[src/rtl/sound_pkg.sv]
// ---------------------------------------------------------------------------------------------
// sound_pkg: shared constants and types for the per-channel APU sequencer blocks.
//   FS_W          - frame-sequencer step width (8 steps)
//   LEN_STEP_MASK - bit n set when entering step n clocks the length counter
//   ENV_STEP      - step whose entry clocks the volume envelope
//   VOL_W/VOL_MAX - envelope volume width and saturation ceiling
// ---------------------------------------------------------------------------------------------
package sound_pkg;

  localparam int unsigned FS_W = 3;
  typedef logic [FS_W-1:0] fs_step_t;

  localparam logic [7:0] LEN_STEP_MASK = 8'b0101_0101;
  localparam fs_step_t   ENV_STEP      = 3'd7;

  localparam int unsigned VOL_W = 4;
  typedef logic [VOL_W-1:0] vol_t;
  localparam vol_t VOL_MAX = 4'd15;

  // True when entering `step` produces a length clock.
  function automatic logic is_len_step(input fs_step_t step);
    return LEN_STEP_MASK[step];
  endfunction

endpackage

[src/rtl/sound_length_ctr.sv]
// ---------------------------------------------------------------------------------------------
// sound_length_ctr: channel length counter holding the remaining count as LEN_BITS+1 bits.
// Shared by square/noise channels (LEN_BITS=6) and the wave channel (LEN_BITS=8).
//   clk, rst    - system clock, synchronous active-high reset
//   load        - strobe: counter <- 2^LEN_BITS - load_data
//   load_data   - length register value
//   trigger     - strobe: suppresses the decrement; reloads 2^LEN_BITS if the count is 0
//   clock       - length clock strobe from the frame sequencer
//   enable      - length counting enabled (level)
//   expired     - combinational strobe: this cycle's decrement reaches 0
//   zero        - registered count is 0
// ---------------------------------------------------------------------------------------------
module sound_length_ctr #(
  parameter int unsigned LEN_BITS = 6
) (
  input  logic                clk,
  input  logic                rst,
  input  logic                load,
  input  logic [LEN_BITS-1:0] load_data,
  input  logic                trigger,
  input  logic                clock,
  input  logic                enable,
  output logic                expired,
  output logic                zero
);

  localparam int unsigned CW = LEN_BITS + 1;
  localparam logic [CW-1:0] FULL = {1'b1, {LEN_BITS{1'b0}}};

  logic [CW-1:0] cnt_q, cnt_d;

  always_comb begin
    cnt_d   = cnt_q;
    expired = 1'b0;
    if (load) begin
      cnt_d = FULL - {1'b0, load_data};
    end else if (clock && enable && !trigger && (cnt_q != '0)) begin
      cnt_d   = cnt_q - CW'(1);
      expired = (cnt_d == '0);
    end
    // A trigger applies to the value after any same-cycle load.
    if (trigger && (cnt_d == '0)) begin
      cnt_d = FULL;
    end
  end

  always_ff @(posedge clk) begin
    if (rst) begin
      cnt_q <= '0;
    end else begin
      cnt_q <= cnt_d;
    end
  end

  assign zero = (cnt_q == '0);

endmodule

[src/rtl/sound_channel_ctrl.sv]
// ---------------------------------------------------------------------------------------------
// sound_channel_ctrl: per-channel APU sequencer feeding the channel mixer.
// Frame sequencer (512 Hz steps), length counter (256 Hz), volume envelope (64 Hz), trigger and
// DAC-off handling. All outputs are registered.
//   clk, rst      - system clock, synchronous active-high reset
//   tick_512      - 512 Hz strobe advancing the frame sequencer
//   trigger       - channel (re)start strobe
//   length_load   - strobe loading the length counter from length_data
//   length_data   - length register value
//   length_en     - length counting enabled (level)
//   env_init_vol  - initial envelope volume
//   env_dir       - envelope direction, 1 = increase
//   env_period    - envelope period, 0 = frozen
//   ch_enable     - channel active (mixer enable)
//   target_vol    - current envelope volume (mixer target_vol)
//   fs_step       - current frame-sequencer step
// Build option: define SOUND_ENV_LATCH_EN to latch the envelope once it saturates, until the
// next trigger or reset.
// ---------------------------------------------------------------------------------------------
module sound_channel_ctrl
  import sound_pkg::*;
#(
  parameter int unsigned LEN_BITS = 6,
  parameter int unsigned PER_BITS = 3
) (
  input  logic                clk,
  input  logic                rst,
  input  logic                tick_512,
  input  logic                trigger,
  input  logic                length_load,
  input  logic [LEN_BITS-1:0] length_data,
  input  logic                length_en,
  input  logic [VOL_W-1:0]    env_init_vol,
  input  logic                env_dir,
  input  logic [PER_BITS-1:0] env_period,
  output logic                ch_enable,
  output logic [VOL_W-1:0]    target_vol,
  output logic [FS_W-1:0]     fs_step
);

  fs_step_t            fs_q, fs_d, fs_next;
  logic                ch_en_q, ch_en_d;
  vol_t                vol_q, vol_d;
  logic [PER_BITS-1:0] timer_q, timer_d;

  logic len_clk, env_clk, dac_on;
  logic len_expired, len_zero;
  logic env_run;

  // Clocks fire in the tick cycle, keyed on the step being entered.
  assign fs_next = fs_q + FS_W'(1);
  assign len_clk = tick_512 && is_len_step(fs_next);
  assign env_clk = tick_512 && (fs_next == ENV_STEP);
  assign dac_on  = (env_init_vol != '0) || env_dir;

  sound_length_ctr #(
    .LEN_BITS (LEN_BITS)
  ) u_length (
    .clk       (clk),
    .rst       (rst),
    .load      (length_load),
    .load_data (length_data),
    .trigger   (trigger),
    .clock     (len_clk),
    .enable    (length_en),
    .expired   (len_expired),
    .zero      (len_zero)
  );

`ifdef SOUND_ENV_LATCH_EN
  logic stopped_q, stopped_d;
  assign env_run = !stopped_q;
`else
  assign env_run = 1'b1;
`endif

  // Frame sequencer: advances on every tick, independent of trigger.
  always_comb begin
    fs_d = tick_512 ? fs_next : fs_q;
  end

  // Envelope: trigger reload wins over any envelope clock in the same cycle.
  always_comb begin
    vol_d   = vol_q;
    timer_d = timer_q;
`ifdef SOUND_ENV_LATCH_EN
    stopped_d = stopped_q;
`endif
    if (trigger) begin
      vol_d   = env_init_vol;
      timer_d = env_period;
`ifdef SOUND_ENV_LATCH_EN
      stopped_d = 1'b0;
`endif
    end else if (env_clk && (env_period != '0) && env_run) begin
      if (timer_q > PER_BITS'(1)) begin
        timer_d = timer_q - PER_BITS'(1);
      end else begin
        timer_d = env_period;
        if (env_dir && (vol_q != VOL_MAX)) begin
          vol_d = vol_q + VOL_W'(1);
        end else if (!env_dir && (vol_q != '0)) begin
          vol_d = vol_q - VOL_W'(1);
        end
`ifdef SOUND_ENV_LATCH_EN
        stopped_d = env_dir ? (vol_d == VOL_MAX) : (vol_d == '0);
`endif
      end
    end
  end

  // Channel enable: DAC-off has the last word, then trigger, then length expiry.
  always_comb begin
    ch_en_d = ch_en_q;
    // An empty length counter can never back an active channel unless this cycle retriggers.
    if (len_expired || len_zero) begin
      ch_en_d = 1'b0;
    end
    if (trigger) begin
      ch_en_d = dac_on;
    end
    if (!dac_on) begin
      ch_en_d = 1'b0;
    end
  end

  always_ff @(posedge clk) begin
    if (rst) begin
      fs_q    <= '0;
      ch_en_q <= 1'b0;
      vol_q   <= '0;
      timer_q <= '0;
`ifdef SOUND_ENV_LATCH_EN
      stopped_q <= 1'b0;
`endif
    end else begin
      fs_q    <= fs_d;
      ch_en_q <= ch_en_d;
      vol_q   <= vol_d;
      timer_q <= timer_d;
`ifdef SOUND_ENV_LATCH_EN
      stopped_q <= stopped_d;
`endif
    end
  end

  assign ch_enable  = ch_en_q;
  assign target_vol = vol_q;
  assign fs_step    = fs_q;

endmodule
[config.mk]
export PLATFORM = sky130hd
export DESIGN_NAME = sound_channel_ctrl
export DESIGN_NICKNAME = d
export VERILOG_FILES = /design/src/rtl/sound_pkg.sv /design/src/rtl/sound_length_ctr.sv /design/src/rtl/sound_channel_ctrl.sv
export SDC_FILE = /design/constraint.sdc
export NUM_CORES = 1
export LEC_CHECK = 0
export ABC_AREA = 1
export ABC_CLOCK_PERIOD_IN_PS = 2300
export CAP_MARGIN = 0
export CORE_MARGIN = 2
export CORE_UTILIZATION = 51
export CTS_CLUSTER_SIZE = 14
export DETAILED_ROUTE_END_ITERATION = 8
export MAX_ROUTING_LAYER = met4
export PLACE_DENSITY = 0.79
export SYNTH_ARGS = -nofsm -noshare
export SYNTH_HDL_FRONTEND = slang
export SYNTH_SLANG_ARGS = --single-unit
export TNS_END_PERCENT = 30
[constraint.sdc]
create_clock -name clk -period 2.3 [get_ports clk]
set_input_delay 0.46 -clock clk [delete_from_list [all_inputs] [get_ports clk]]
set_output_delay 0.46 -clock clk [all_outputs]
set_load 0.01 [all_outputs]
==> run summary <==
========================================================================================
Final setup skew                                                              0.00982 ns
Final cycle utilization of the critical path                                       0.837
Number of enable flip-flop cells after synthesis                                       0
Post-Synthesis Cell Area                                                       1430 um^2
Longest Clk Path Bufs                                                                  2
IR Drop Worst-Case VDD                                                        0.000376 V
Max-cap check violation count                                                          0
Layout Area Growth over Synthesis                                                  26.1%
Clock Pin Slew Worst Setup and Hold Paths                                        0.11 ns
Instance area at placement                                                     1770 um^2
Syn Area/Cell                                                                  6.67 um^2
Max H-tree Level                                                                       1
Cell row count                                                                        19
CP endpoint kind                                                                    flop
Final-report setup violation count                                                     0
Transition time of the tightest slew-check pin                                  0.330 ns
Area of the die                                                                3250 um^2
Cell taking the most area after synthesis                                        dfxtp_1
Comb power frac                                                                    0.349
Worst hold slack across all endpoints                                           0.499 ns
Vias in the first global route                                                      1372
Net load switching power                                                        0.295 mW
Standby leakage power                                                           0.864 nW
Type of the worst setup path                                                     reg2reg
Unrepaired setup endpoints after global routing                                       no
Placeable Area                                                                 2710 um^2
Worst r2r dst                                                               target_vol[3]$_SDFFE_PP0P_
Final setup TNS                                                                     0 ns
Portion of total power attributed to sequential cells                              0.424
Overall power of the completed layout                                           0.873 mW
Min-Delay Path Class                                                             reg2reg
Async SR Flop Fraction                                                                 0
Number of pins exceeding their max-slew limit in the final report                      0
Worst Setup Start Kind                                                              flop
Cell breakdown of the critical path                                         nand3_1 > o21ai_1 > ha_1 > a21oi_1 > nand2_1 > inv_1 > a21oi_1 > o21ai_0 > o211ai_1 > a21oi_1
Cell chosen for the clock root                                                  clkbuf_4
Slack of the worst reg-to-reg path                                               0.37 ns
Drc violations                                                                         0
Number of nets at the end of the flow                                                282
Distinct cell type count of the synthesized netlist                                   31
Setup slack at placement                                                       0.0337 ns
Post-layout util                                                                   0.667
Critical Path RT                                                                 2.54 ns
Effective utilization at floorplan                                                 0.529
PD cells                                                                     483 nW/um^2
Sinks on the clock net                                                                18
Clock group share of total power                                                   0.227
Setup crit end                                                              target_vol[3]$_SDFFE_PP0P_
Placed cells                                                                         277
Instance count of the mapped netlist                                                 215
Most frequently used flop master after synthesis                                 dfxtp_1
DRT antenna net count                                                                  0
Total Wirelength                                                                 3050 um
Peak per-stage delay on the critical path                                        0.49 ns
TritonCTS clock tree                                                                 yes
Grt total ovfl                                                                         0
Post CTS Setup Buffer Count                                                            0
Initial antenna violation count                                                        0
WP data arrival                                                                  2.16 ns
Yosys warns                                                                            0
Critical Path Slowest Stage Cell                                                 dfxtp_1
Number of search-and-repair iterations in the first detailed-routing pass              4
Horizontal extent of the die                                                     57.0 um
Internal Pwr Total                                                              0.578 mW
Total global-route track usage                                                     0.216
Number of I/O port buffers                                                            27
Estimated wirelength of the detail-placed design                                 2470 um
Final Instance Area                                                            1810 um^2
Status                                                                      finished, final reports clean
Die H                                                                            57.0 um
Register bit count reported by yosys                                                  18
First-pass GRT wire length                                                       5540 um
Proportion of total power due to net switching                                     0.338
Ratio of cells with drive above 1 in the final layout                              0.120
Boundary pin count                                                                    28
Fmax                                                                           0.519 GHz
Pin count of the biggest net entering global routing                                  11
Clock buffers created by TritonCTS                                                     3
RD Place Congestion                                                                0.906
Number of DRC markers in iteration 0                                                  47
Worst relative slew slack                                                          0.778
Finished Layout Cells                                                                281
Sequential area share after synthesis                                              0.251
Antenna cells                                                                          0
Routed wire per std cell                                                         10.9 um
Cells on worst reg2reg path                                                           10
Synthesized net count                                                                246
Beginning of the critical path                                              target_vol[0]$_SDFFE_PP0P_
Yosys top cell area share                                                          0.251
Number of cells on the worst hold path                                                 2
Avg Vias per Cell                                                                   5.08
Most numerous cell on the critical path                                          a21oi_1
Clock insertion delay at the later pin of the skew report                        0.30 ns
Final setup margin                                                              0.375 ns
Launching point of the worst reg2reg path                                   target_vol[0]$_SDFFE_PP0P_
Count of vias placed by the detailed router                                         1427
Dominant cells by area after synthesis                                      dfxtp_1 (25%), nand2_1 (13%), ha_1 (8.7%)
Commonest cells after routing, fill and taps aside                          nand2_1 (50), clkdlybuf4s50_1 (27), inv_1 (23), nor2_1 (23)
Shortest period the worst path allows                                            1.93 ns
Most common cell after layout, fill and taps aside                               nand2_1
Maximum fanout encountered on the critical timing path                                 7
Hold Vio Cnt, Final                                                                    0
========================================================================================
final cells by class:
type | instances | area [um^2]
fill | 266 | 902
tap | 31 | 38.8
sequential | 18 | 360
inverter | 28 | 110
clock buffer | 4 | 36.3
multi-input combinational | 167 | 947
timing repair buffer | 33 | 315
cell usage after synthesis (2+ instances only):
cell type / number
o211ai_1: 2
nand2_4: 2
o21ai_0: 10
nand4_1: 3
nor2_1: 23
a21oi_1: 15
nand2_1: 50
nand3_1: 18
o21ai_1: 4
inv_2: 4
dfxtp_1: 18
ha_1: 10
xnor2_1: 3
xor2_1: 3
nor2_2: 5
nand3b_1: 4
nand2_2: 5
inv_1: 23
how the worst min path moves through the flow:
stage | start | end
global placement | ch_enable$_SDFFE_PP0P_ | ch_enable$_SDFFE_PP0P_
global route | timer_q[2]$_SDFFE_PP0P_ | timer_q[2]$_SDFFE_PP0P_
floorplan | timer_q[2]$_SDFFE_PP0P_ | timer_q[2]$_SDFFE_PP0P_
finish | ch_enable$_SDFFE_PP0P_ | ch_enable$_SDFFE_PP0P_
CTS | ch_enable$_SDFFE_PP0P_ | ch_enable$_SDFFE_PP0P_
detailed placement | ch_enable$_SDFFE_PP0P_ | ch_enable$_SDFFE_PP0P_
worst max-delay path: cells and delay by family, from the launching register on:
kind | cells | cell delay, ns
and+or+nand+nor | 2 | 0.20
buffers and inverters | 1 | 0.06
adders and majority gates | 1 | 0.32
AOI/OAI and AO/OA | 6 | 0.79
DFF | 1 | 0.49
power groups by stage:
| stage | sequential (mW) | combinational [mW] | clock (mW) |
|---|---|---|---|
| 2_1_floorplan | 0.375 | 0.193 | 0 |
| 3_3_place_gp | 0.377 | 0.301 | 0 |
| 3_5_place_dp | 0.377 | 0.305 | 0 |
| 4_1_cts | 0.370 | 0.307 | 0.196 |
| 5_1_grt | 0.375 | 0.348 | 0.211 |
| 6_report | 0.370 | 0.305 | 0.198 |
kinds of logic (layout without fill, tap and decap cells):
kind of cell | Yosys count | after routing | synth area share
and+or+nand+nor | 116 | 116 | 0.394
AOI/OAI and AO/OA | 33 | 33 | 0.121
buffers and inverters | 30 | 65 | 0.0881
DFF | 18 | 18 | 0.251
adders and majority gates | 11 | 11 | 0.101
xor gates and xnor gates | 6 | 6 | 0.0367
muxes | 1 | 1 | 0.00698
flip-flops by register name, summed over array words and instances, names as in the netlist:
name	flops
u_length.cnt_q	7
fs_step	3
ch_enable	1
target_vol	4
timer_q	3
metal layers:
layer | part of all wire | wire [um] | global-route usage | vias to the layer above
met5 | 0 | 0 | - | -
met4 | 0.011 | 34 | 0.0598 | 0
met3 | 0.026 | 80 | 0.0204 | 5
met2 | 0.49 | 1480 | 0.379 | 23
met1 | 0.48 | 1450 | 0.263 | 629
li1 | - | - | - | 770
what timing repair did:
item                                    in CTS  in global routing
endpoints found under the setup margin       0                  1
hold buffers                                 0                  0
endpoints found under the hold margin        0                  0
gates resized for setup                      0                  1
Power figures use the tool's default switching activity.
